`src/rtl/regfile_wb_arbiter_if.sv`:
```
// Writeback bus bundle between the WB arbiter, its two result sources and the register file.
// The arbiter side uses the slave modport; the driver/observer side uses the master modport.
interface regfile_wb_arbiter_if #(
    parameter int unsigned REG_LEN      = 32,
    parameter int unsigned REG_NUM_BITS = 5,
    parameter int unsigned DEPTH        = 2
);
    localparam int unsigned CNT_W = $clog2(DEPTH) + 1;
    localparam int unsigned NREG  = 1 << REG_NUM_BITS;

    logic                    pipe_valid_i;
    logic [REG_NUM_BITS-1:0] pipe_rd_i;
    logic [REG_LEN-1:0]      pipe_data_i;
    logic                    pipe_grant_o;
    logic                    stall_o;
    logic                    unit_valid_i;
    logic [REG_NUM_BITS-1:0] unit_rd_i;
    logic [REG_LEN-1:0]      unit_data_i;
    logic                    unit_ready_o;
    logic                    RegWrite_o;
    logic [REG_NUM_BITS-1:0] RDaddr_o;
    logic [REG_LEN-1:0]      RDdata_o;
    logic [NREG-1:0]         pending_o;
    logic [CNT_W-1:0]        count_o;

    modport slave (
        input  pipe_valid_i, pipe_rd_i, pipe_data_i, unit_valid_i, unit_rd_i, unit_data_i,
        output pipe_grant_o, stall_o, unit_ready_o, RegWrite_o, RDaddr_o, RDdata_o,
               pending_o, count_o
    );

    modport master (
        output pipe_valid_i, pipe_rd_i, pipe_data_i, unit_valid_i, unit_rd_i, unit_data_i,
        input  pipe_grant_o, stall_o, unit_ready_o, RegWrite_o, RDaddr_o, RDdata_o,
               pending_o, count_o
    );
endinterface

```
`src/rtl/regfile_wb_arbiter.sv`:
```
// Arbitrates the register-file write port between the pipeline WB stage and a buffered
// long-latency unit, with WAW kill, a registered pending mask and starvation stall.
module regfile_wb_arbiter #(
    parameter int unsigned REG_LEN      = 32,
    parameter int unsigned REG_NUM_BITS = 5,
    parameter int unsigned DEPTH        = 2,
    parameter int unsigned STARVE_LIMIT = 4
) (
    input logic                 clk_i,
    input logic                 rst_i,
    regfile_wb_arbiter_if.slave bus
);
    localparam int unsigned PTR_W = $clog2(DEPTH);
    localparam int unsigned CNT_W = PTR_W + 1;
    localparam int unsigned NREG  = 1 << REG_NUM_BITS;
    localparam int unsigned STV_W = $clog2(STARVE_LIMIT + 1);

    logic [REG_NUM_BITS-1:0] r_rd   [DEPTH];
    logic [REG_LEN-1:0]      r_data [DEPTH];
    logic [DEPTH-1:0]        r_live;
    logic [PTR_W-1:0]        r_wptr;
    logic [PTR_W-1:0]        r_rptr;
    logic [CNT_W-1:0]        r_count;
    logic [STV_W-1:0]        r_starve;
    logic [NREG-1:0]         r_pending;

    logic [REG_NUM_BITS-1:0] w_rd_d   [DEPTH];
    logic [REG_LEN-1:0]      w_data_d [DEPTH];
    logic [DEPTH-1:0]        w_live_d;
    logic [CNT_W-1:0]        w_count_d;
    logic [STV_W-1:0]        w_starve_d;
    logic [NREG-1:0]         w_pending_d;

    logic                    w_head_valid;
    logic                    w_head_live;
    logic                    w_stall;
    logic                    w_ready;
    logic                    w_head_wr;
    logic                    w_grant;
    logic                    w_we;
    logic [REG_NUM_BITS-1:0] w_addr;
    logic [REG_LEN-1:0]      w_data;
    logic                    w_pop;
    logic                    w_push;
    logic                    w_kill;

    // Live bits are cleared on pop, so a set bit always marks an occupied entry.
    assign w_head_valid = (r_count != '0);
    assign w_head_live  = w_head_valid && r_live[r_rptr];
    assign w_stall      = (r_starve == STV_W'(STARVE_LIMIT));
    assign w_ready      = !rst_i && (r_count < CNT_W'(DEPTH));

    always_comb begin
        w_we      = 1'b0;
        w_addr    = bus.pipe_rd_i;
        w_data    = bus.pipe_data_i;
        w_grant   = 1'b0;
        w_head_wr = 1'b0;
        if (!rst_i) begin
            if (w_stall && w_head_live) begin
                w_head_wr = 1'b1;
            end else if (bus.pipe_valid_i) begin
                w_grant = 1'b1;
                w_we    = (bus.pipe_rd_i != '0);
            end else if (w_head_live) begin
                w_head_wr = 1'b1;
            end
        end
        if (w_head_wr) begin
            w_we   = 1'b1;
            w_addr = r_rd[r_rptr];
            w_data = r_data[r_rptr];
        end
    end

    // Killed heads drain without touching the write port.
    assign w_pop  = !rst_i && w_head_valid && (!w_head_live || w_head_wr);
    assign w_push = bus.unit_valid_i && w_ready && (bus.unit_rd_i != '0);
    assign w_kill = w_grant && (bus.pipe_rd_i != '0);

    always_comb begin
        w_rd_d      = r_rd;
        w_data_d    = r_data;
        w_live_d    = r_live;
        w_pending_d = '0;
        for (int i = 0; i < DEPTH; i++) begin
            if (w_pop && (r_rptr == PTR_W'(i))) w_live_d[i] = 1'b0;
            if (w_kill && (r_rd[i] == bus.pipe_rd_i)) w_live_d[i] = 1'b0;
            if (w_push && (r_wptr == PTR_W'(i))) begin
                w_rd_d[i]   = bus.unit_rd_i;
                w_data_d[i] = bus.unit_data_i;
                w_live_d[i] = !(w_kill && (bus.unit_rd_i == bus.pipe_rd_i));
            end
        end
        for (int i = 0; i < DEPTH; i++) begin
            if (w_live_d[i]) w_pending_d[w_rd_d[i]] = 1'b1;
        end
        w_count_d = r_count + CNT_W'(w_push) - CNT_W'(w_pop);
        if (w_head_live && !w_pop) begin
            w_starve_d = w_stall ? r_starve : r_starve + STV_W'(1);
        end else begin
            w_starve_d = '0;
        end
    end

    always_ff @(posedge clk_i or posedge rst_i) begin
        if (rst_i) begin
            for (int i = 0; i < DEPTH; i++) begin
                r_rd[i]   <= '0;
                r_data[i] <= '0;
            end
            r_live    <= '0;
            r_wptr    <= '0;
            r_rptr    <= '0;
            r_count   <= '0;
            r_starve  <= '0;
            r_pending <= '0;
        end else begin
            r_rd      <= w_rd_d;
            r_data    <= w_data_d;
            r_live    <= w_live_d;
            r_wptr    <= r_wptr + PTR_W'(w_push);
            r_rptr    <= r_rptr + PTR_W'(w_pop);
            r_count   <= w_count_d;
            r_starve  <= w_starve_d;
            r_pending <= w_pending_d;
        end
    end

    assign bus.pipe_grant_o = w_grant;
    assign bus.stall_o      = w_stall;
    assign bus.unit_ready_o = w_ready;
    assign bus.RegWrite_o   = w_we;
    assign bus.RDaddr_o     = w_addr;
    assign bus.RDdata_o     = w_data;
    assign bus.pending_o    = r_pending;
    assign bus.count_o      = r_count;
endmodule

```
`src/flat_wrapper.sv`:
```
// flat-port wrapper written by rule: the top's interface ports become plain ports
module regfile_wb_arbiter_flat 
#(
    parameter int unsigned REG_LEN      = 32,
    parameter int unsigned REG_NUM_BITS = 5,
    parameter int unsigned DEPTH        = 2,
    parameter int unsigned STARVE_LIMIT = 4
)
  (clk_i, rst_i, bus_pipe_valid_i, bus_pipe_rd_i, bus_pipe_data_i, bus_unit_valid_i, bus_unit_rd_i, bus_unit_data_i, bus_pipe_grant_o, bus_stall_o, bus_unit_ready_o, bus_RegWrite_o, bus_RDaddr_o, bus_RDdata_o, bus_pending_o, bus_count_o);
  regfile_wb_arbiter_if #(.REG_LEN(REG_LEN), .REG_NUM_BITS(REG_NUM_BITS), .DEPTH(DEPTH)) bus_i ();
  input logic clk_i;
  input logic rst_i;
  input wire logic [$bits(bus_i.pipe_valid_i)-1:0] bus_pipe_valid_i;
  input wire logic [$bits(bus_i.pipe_rd_i)-1:0] bus_pipe_rd_i;
  input wire logic [$bits(bus_i.pipe_data_i)-1:0] bus_pipe_data_i;
  input wire logic [$bits(bus_i.unit_valid_i)-1:0] bus_unit_valid_i;
  input wire logic [$bits(bus_i.unit_rd_i)-1:0] bus_unit_rd_i;
  input wire logic [$bits(bus_i.unit_data_i)-1:0] bus_unit_data_i;
  output wire logic [$bits(bus_i.pipe_grant_o)-1:0] bus_pipe_grant_o;
  output wire logic [$bits(bus_i.stall_o)-1:0] bus_stall_o;
  output wire logic [$bits(bus_i.unit_ready_o)-1:0] bus_unit_ready_o;
  output wire logic [$bits(bus_i.RegWrite_o)-1:0] bus_RegWrite_o;
  output wire logic [$bits(bus_i.RDaddr_o)-1:0] bus_RDaddr_o;
  output wire logic [$bits(bus_i.RDdata_o)-1:0] bus_RDdata_o;
  output wire logic [$bits(bus_i.pending_o)-1:0] bus_pending_o;
  output wire logic [$bits(bus_i.count_o)-1:0] bus_count_o;
  assign bus_i.pipe_valid_i = bus_pipe_valid_i;
  assign bus_i.pipe_rd_i = bus_pipe_rd_i;
  assign bus_i.pipe_data_i = bus_pipe_data_i;
  assign bus_i.unit_valid_i = bus_unit_valid_i;
  assign bus_i.unit_rd_i = bus_unit_rd_i;
  assign bus_i.unit_data_i = bus_unit_data_i;
  assign bus_pipe_grant_o = bus_i.pipe_grant_o;
  assign bus_stall_o = bus_i.stall_o;
  assign bus_unit_ready_o = bus_i.unit_ready_o;
  assign bus_RegWrite_o = bus_i.RegWrite_o;
  assign bus_RDaddr_o = bus_i.RDaddr_o;
  assign bus_RDdata_o = bus_i.RDdata_o;
  assign bus_pending_o = bus_i.pending_o;
  assign bus_count_o = bus_i.count_o;
  regfile_wb_arbiter #(.REG_LEN(REG_LEN), .REG_NUM_BITS(REG_NUM_BITS), .DEPTH(DEPTH), .STARVE_LIMIT(STARVE_LIMIT)) u_core (.clk_i(clk_i), .rst_i(rst_i), .bus(bus_i));
endmodule
```
`config.mk`:
```
export PLATFORM = sky130hd
export DESIGN_NAME = regfile_wb_arbiter_flat
export DESIGN_NICKNAME = d
export VERILOG_FILES = /design/src/rtl/regfile_wb_arbiter_if.sv /design/src/rtl/regfile_wb_arbiter.sv /design/src/flat_wrapper.sv
export SDC_FILE = /design/constraint.sdc
export NUM_CORES = 1
export LEC_CHECK = 0
export BUFFER_PORTS_ARGS = -buffer_cell sky130_fd_sc_hd__buf_4
export CAP_MARGIN = 40
export CELL_PAD_IN_SITES_DETAIL_PLACEMENT = 0
export CELL_PAD_IN_SITES_GLOBAL_PLACEMENT = 1
export CORE_MARGIN = 2
export CORE_UTILIZATION = 37
export CTS_CLUSTER_DIAMETER = 50
export DETAILED_ROUTE_END_ITERATION = 16
export PLACE_DENSITY = 0.74
export SYNTH_ARGS = -nofsm -noshare
export SYNTH_HDL_FRONTEND = slang
export SYNTH_SLANG_ARGS = --single-unit
```
`constraint.sdc`:
```
create_clock -name clk_i -period 2.09 [get_ports clk_i]
set_input_delay 0.418 -clock clk_i [delete_from_list [all_inputs] [get_ports clk_i]]
set_output_delay 0.418 -clock clk_i [all_outputs]
set_load 0.05 [all_outputs]
```
==> results by group, run 1 <==
Clock tree
  – CTS tree: yes
  – H-tree levels: 4
  – Inserted Clock Buffers: 17
  – Max Buffers Root-to-Sink: 2
  – Root Buffer: clkbuf_16
  – Hold buffers post-CTS: 0
  – Worst-path clk slew: 0.05 ns
  – Worst-skew pair later-pin latency: 0.42 ns
  – Clock Sinks: 115

Drt
  – Detailed router's first-iteration violation count: 222
  – Via/cell ratio: 5.12
  – Post-Route WL: 16,300 um
  – DR WL/cell: 18.0 um
  – Vias: 4,623
  – TritonRoute pass-1 iters: 4
  – DR DRC count: 0
  – Routed Antenna Nets: 0

Synthesis
  – Syn_area_per_cell: 11.5 um^2
  – Ys Warns: 0
  – Syn Inst Count: 475
  – Syn_nets: 561
  – Top FF cell, synth: dfrtp_1
  – Synth Register Bits: 115
  – Post-synthesis sequential area ratio: 0.528
  – FFs w/ async S/R, synth: 1.00
  – Post-synth EDFFs: 0
  – Syn Std Cell Area: 5450 um^2
  – Unique masters post-synth: 32

Finish
  – Area delta synth->final: 72.4%
  – # nets final: 792
  – Proportion of layout cells with a drive suffix above 1: 0.640
  – Ant. Diodes: 0
  – Fin cells: 903
  – Most common cell after layout, fill and taps aside: buf_4
  – Post-route cell area: 9390 um^2
  – Most frequent cells in the layout: buf_4, dfrtp_1, mux2_4

Place
  – Routability cong.: 0.837
  – IO buf count: 152
  – Placed cells: 854
  – DP Area: 8070 um^2
  – Hpwl dp: 10,600 um

Worst hold path
  – Worst hold start: bus_unit_data_i[29]
  – Hold crit path type: in2reg

STA
  – Final setup violation count: 71
  – Final Skew: 0.00665 ns
  – Fin crit share: 1.26
  – Worst Slack Setup Final: -0.535 ns
  – Hold Fails Final Rpt: 0
  – Hold slack: 0.239 ns
  – Worst Max-Slew Pin Slew: 0.776 ns
  – F_max: 381 MHz
  – Rel. slew slack: 0.482
  – Pins Over Slew Limit: 0
  – Clock period minus worst slack: 2.62 ns
  – RSZ-0062 raised after global routing: yes

Global route
  – Initial antenna violation count: 0
  – Vias in the first global route: 4,827
  – Total gr overflow: 0
  – Largest net degree at the start of global routing: 63
  – First-pass GRT wire length: 25,100 um
  – GRT Overall Usage: 0.201

Floorplan
  – Die area: 15,700 um^2
  – Die width: 125 um
  – Io pins: 153
  – Core ar.: 14,500 um^2
  – Die height: 125 um
  – Initial core utilization: 0.376
  – Row count: 44

Run status
  – Failing checks: setup timing
  – Status: finished, violations left

Worst setup path
  – CP arrival: 2.21 ns
  – Most used cell, CP: buf_6
  – CP Capture Type: output pin
  – Crit Reg-Reg Startpoint: u_core.r_rptr
  – Slowest cell on the critical path: dfrtp_2
  – Crit path cell chain: mux2_4 -> nand2_4 -> buf_6 -> a211oi_4 -> buf_6 -> buf_6 -> clkbuf_16 -> nor2_1 -> a21oi_4 -> buf_6
  – CP startpoint: u_core.r_rptr
  – Startpoint types: flip-flop
  – CP max FO: 5
  – Critical path class: reg2out
  – WP data required: 1.67 ns
  – CP peak stage delay: 0.41 ns

Pwr
  – PwrDens: 1410 nW/um^2
  – Total Power: 13,200 uW
  – Static Leak: 0.00429 uW
  – Peak VDD IR: 759 uV

Flow run
  – Max-Cap Viols: 0
==> where the power goes <==
part           switching, uW  internal, uW
clock                   1090          1590
combinational           3690          3190
sequential               550          3100
total                   5340          7880
==> state kept, by name (all words and copies together) (netlist names) <==
register / flops
u_core.bus.count_o: 2
u_core.bus.pending_o: 32
u_core.r_data: 64
u_core.r_live: 2
u_core.r_rd: 10
u_core.r_rptr: 1
u_core.r_starve: 3
u_core.r_wptr: 1
==> through the flow <==
step / utilization / setup TNS (ns) / setup WS [ns]
2_1_floorplan: - / -11.29 / -0.213
3_3_place_gp: 0.557 / -10.13 / -0.227
3_5_place_dp: 0.557 / -18.50 / -0.311
4_1_cts: 0.628 / -21.25 / -0.550
5_1_grt: 0.649 / -31.71 / -0.614
6_report: 0.649 / -26.28 / -0.535
==> cells in the mapped netlist, drive strengths merged, types with 2 or more instances <==
library cell	number	area (um^2)
o22ai	32	200
mux2i	47	470
xor2	15	131
nor3	6	30.0
clkbuf	15	56.3
nand4	3	18.8
nor3b	2	15.0
a22o	2	18.8
nand2	21	78.8
nand3	8	80.1
nor2	55	206
inv	21	78.8
buf	10	46.3
a21oi	38	190
xnor2	2	17.5
ha	8	100
mux2	66	747
dfrtp	115	2880
==> cells by family (layout without fill, tap and decap cells) <==
logic type | Yosys count | count (layout) | synth area share
AO/OA/AOI/OAI | 80 | 80 | 0.0898
XOR/XNOR | 17 | 17 | 0.0273
adder cells (fa/ha/maj) | 8 | 8 | 0.0184
buffers and inverters | 46 | 290 | 0.0333
flip-flops | 115 | 115 | 0.528
multiplexers | 113 | 113 | 0.223
AND/OR/NAND/NOR | 96 | 96 | 0.0799
==> worst paths after layout <==
kind                       cells past startpoint                        to  slack [ns]
min in group asynchronous                      4             u_core.r_rptr        0.44
max reg2reg                                    9  u_core.bus.pending_o[24]       -0.27
max                                           10           bus_RDdata_o[2]       -0.53
max in group asynchronous                      5         u_core.r_data[12]        0.45
min reg2reg                                    1         u_core.r_data[61]        0.49
min                                            2         u_core.r_data[61]        0.24
==> layer usage <==
metal / share of wire / vias up / GRT usage
met3: 0.056 / 29 / 0.0552
met2: 0.49 / 153 / 0.329
met5: 0 / - / 0
li1: - / 2151 / -
met1: 0.43 / 2290 / 0.260
met4: 0.023 / 0 / 0.0667
==> worst max-delay path: cells and delay by family (launching register included) <==
family,cells,cell delay [ns]
flip-flops,1,0.41
AO/OA/AOI/OAI,2,0.34
buffers and inverters,5,0.72
multiplexers,1,0.22
AND/OR/NAND/NOR,2,0.11
==> area by class of cell <==
cell class	count	area [um^2]
Fill cell	1122	5080
Tap cell	184	230
Sequential cell	115	2880
Multi-Input combinational cell	314	3480
Clock inverter	13	100
Timing Repair Buffer	237	2160
Clock buffer	19	453
Inverter	21	91.3
==> timing repair <==
item | CTS | global route
gates cloned | 2 | 3
setup endpoints to repair | 72 | 72
pin swaps | 11 | 24
gates resized for setup | 86 | 35
buffers inserted | 7 | 5
Power figures use the tool's default switching activity.
==> inputs of run 2 (changes only) <==
Settings changed: CORE_UTILIZATION 37 to 41, PLACE_DENSITY 0.74 to 0.78.
Clock period 2.09 ns to 2.9 ns, I/O delays scaled along.
==> run 2 against run 1 <==
  * The flow now finishes without violations
  * Global-route usage up 0.084 points
  * Hold slack better by 0.17 ns
  * Sequential power down 29%
  * Cell count down 8.6%
  * First-iteration DRC count down 9.0%
  * Critical path depth down 1
  * Sequential cell count unchanged
  * Clock skew up 0.0079 ns
  * Wire length down 12%
  * Largest power group unchanged
  * Highest routed layer unchanged
==> results by group, run 2 (same netlist as run 1, synthesis figures left out) <==
Run status
  – Status: finished clean (was finished, violations left)

Pwr
  – Clk pwr share: 0.279 (was 0.203)
  – P_int: 5160 uW (was 7880 uW)
  – Net Sw Frac: 0.375 (was 0.404)
  – Static Leak: 0.00360 uW (was 0.00429 uW)
  – Seq pwr share: 0.313 (was 0.276)
  – Switching pwr: 3090 uW (was 5340 uW)
  – Gate power share: 0.409 (was 0.521)
  – Peak VDD IR: 448 uV (was 759 uV)
  – PwrDens: 1070 nW/um^2 (was 1410 nW/um^2)

Worst setup path
  – R2r setup slk: 0.37 ns (was -0.27 ns)
  – Critical register-to-register path endpoint: u_core.bus.pending_o[13] (was u_core.bus.pending_o[24])
  – Buf+Inv Stages, Crit Path: 4 (was 5)
  – Crit path cell chain: inv_1 -> ha_1 -> nand2_2 -> a211oi_4 -> buf_6 -> buf_12 -> nor2_1 -> a21oi_2 -> buf_4 (was mux2_4 -> nand2_4 -> buf_6 -> a211oi_4 -> buf_6 -> buf_6 -> clkbuf_16 -> nor2_1 -> a21oi_4 -> buf_6)
  – WP data required: 2.32 ns (was 1.67 ns)
  – Crit path to: bus_RDaddr_o[0] (was bus_RDdata_o[2])
  – Worst path depth: 9 (was 10)
  – Crit Reg-Reg Startpoint: u_core.r_starve[0] (was u_core.r_rptr)
  – CP delay by family, top: buffers and inverters (unchanged)
  – Critical path class: reg2out (unchanged)
  – Startpoint types: flip-flop (unchanged)
  – CP Capture Type: output pin (unchanged)
  – CP peak stage delay: 0.41 ns (about the same)
  – CP max FO: 19 (was 5)
  – Slowest cell on the critical path: dfrtp_1 (was dfrtp_2)
  – CP arrival: 2.17 ns (was 2.21 ns)
  – R2R cell count: 10 (was 9)
  – CP startpoint: u_core.r_starve[0] (was u_core.r_rptr)

Place
  – DP Area: 6950 um^2 (was 8070 um^2)
  – Hpwl dp: 9530 um (was 10,600 um)
  – Routability cong.: 0.915 (was 0.837)
  – IO buf count: 152 (unchanged)
  – Placement Setup Slack: 0.268 ns (was -0.311 ns)
  – Placed cells: 788 (was 854)

STA
  – Hold slack: 0.411 ns (was 0.239 ns)
  – F_max: 364 MHz
  – Fin Setup TNS: 0 ns (was -26.28 ns)
  – Worst Max-Slew Pin Slew: 0.737 ns (was 0.776 ns)
  – Fin crit share: 0.948
  – Clock period minus worst slack: 2.75 ns
  – Pins Over Slew Limit: 0 (unchanged)
  – Hold Fails Final Rpt: 0 (unchanged)
  – RSZ-0062 raised after global routing: no (was yes)
  – Worst Slack Setup Final: 0.150 ns (was -0.535 ns)
  – Final Skew: 0.0146 ns (was 0.00665 ns)
  – Final setup violation count: 0 (was 71)
  – Rel. slew slack: 0.509 (was 0.482)

Finish
  – Fin cells: 825 (was 903)
  – Most frequent cells in the layout: buf_4, dfrtp_1, mux2_2 (was buf_4, dfrtp_1, mux2_4)
  – Fillers: 1,101 (was 1,122)
  – Area delta synth->final: 41.6% (was 72.4%)
  – Register bank with the most flops: u_core.r_data (unchanged)
  – Post-route cell area: 7720 um^2 (was 9390 um^2)
  – Max reg flops: 64 (unchanged)
  – Most common cell after layout, fill and taps aside: buf_4 (unchanged)
  – # nets final: 722 (was 792)
  – Ant. Diodes: 0 (unchanged)
  – Proportion of layout cells with a drive suffix above 1: 0.496 (was 0.640)

Clock tree
  – Clock Sinks: 115 (unchanged)
  – Inserted Clock Buffers: 17 (unchanged)
  – H-tree levels: 4 (unchanged)
  – Worst-skew pair later-pin latency: 0.40 ns (was 0.42 ns)
  – Root Buffer: clkbuf_16 (unchanged)
  – CTS tree: yes (unchanged)
  – Max Buffers Root-to-Sink: 2 (unchanged)
  – Hold buffers post-CTS: 0 (unchanged)
  – Worst-path clk slew: 0.06 ns (was 0.05 ns)

Worst hold path
  – Hold crit path type: in2reg (unchanged)

Floorplan
  – Die area: 14,200 um^2 (was 15,700 um^2)
  – Die height: 119 um (was 125 um)
  – Initial core utilization: 0.417 (was 0.376)
  – Core ar.: 13,100 um^2 (was 14,500 um^2)
  – Row count: 42 (was 44)
  – Die width: 119 um (was 125 um)
  – Io pins: 153 (unchanged)

Drt
  – Post-Route WL: 14,300 um (was 16,300 um)
  – TritonRoute pass-1 iters: 4 (unchanged)
  – Vias: 4,225 (was 4,623)
  – DR WL/cell: 17.3 um (was 18.0 um)
  – Via/cell ratio: 5.12 (about the same)
  – Detailed router's first-iteration violation count: 202 (was 222)
  – Routed Antenna Nets: 0 (unchanged)
  – DR DRC count: 0 (unchanged)

Global route
  – First-pass GRT wire length: 22,400 um (was 25,100 um)
  – GRT busiest layer: met2 (unchanged)
  – GR Util met3: 0.0532 (was 0.0552)
  – GR Layer Usage met2: 0.335 (was 0.329)
  – Vias in the first global route: 4,393 (was 4,827)
  – Initial antenna violation count: 0 (unchanged)
  – GR met1 Demand/Resource: 0.254 (was 0.260)
  – Total gr overflow: 0 (unchanged)
  – Largest net degree at the start of global routing: 60 (was 63)
  – GRT Overall Usage: 0.202 (was 0.201)

Flow run
  – Max-Cap Viols: 0 (unchanged)
==> run 2: cell types whose count changed in the layout (fill, tap and decap cells not counted), moves of 9 or more <==
cell,delta
a21oi_4,-38
mux2_4,-49
mux2_2,+49
buf_4,-15
mux2i_1,+9
o22ai_2,-29
buf_6,-44
o22ai_1,+29
a21oi_2,+35
==> run 2: repair_timing <==
| item | 4_1_cts | 5_1_grt |
|---|---|---|
| gates resized for setup | 3 | 3 |
| endpoints found under the setup margin | 29 | 38 |
| buffers inserted | 2 | 0 |
| pin swaps | 1 | 0 |
| gates cloned | 1 | 2 |
==> run 2: worst min path at each step <==
stage                   startpoint                  to  slack, ns  cells after the start
3_5_place_dp    u_core.r_starve[2]  u_core.r_starve[2]       0.49                      1
2_1_floorplan    u_core.r_data[61]   u_core.r_data[61]       0.46                      1
5_1_grt        bus_unit_data_i[30]   u_core.r_data[62]       0.40                      2
3_3_place_gp     u_core.r_data[62]   u_core.r_data[62]       0.47                      1
6_report       bus_unit_data_i[29]   u_core.r_data[61]       0.41                      2
4_1_cts        bus_unit_data_i[29]   u_core.r_data[61]       0.40                      2
==> run 2: final cells by class <==
cell class	instances	area (um^2)	area share
Tap cell	176	220	0.0285
Sequential cell	115	2880	0.373
Inverter	21	81.3	0.0105
Multi-Input combinational cell	314	2550	0.330
Clock inverter	12	203	0.0263
Timing Repair Buffer	167	1330	0.172
Clock buffer	20	457	0.0592
==> run 2: power by group through the flow <==
stage          combinational (uW)  sequential [uW]  clock (uW)
3_5_place_dp                 3330             2600           0
4_1_cts                      3370             2580        2340
6_report                     3370             2580        2300
5_1_grt                      3650             2660        2430
3_3_place_gp                 3260             2570           0
2_1_floorplan                2260             2730           0
==> run 2: metrics by stage <==
stage | utilization | total power [uW]
2_1_floorplan | - | 4990
3_3_place_gp | 0.531 | 5830
3_5_place_dp | 0.531 | 5930
4_1_cts | 0.585 | 8290
5_1_grt | 0.590 | 8740
6_report | 0.590 | 8250
==> run 2: per-layer routing <==
metal  share of wire  vias up
li1                -     1995
met1            0.44     2078
met2            0.49      141
met3           0.059       11
met4           0.011        0
met5               0        -
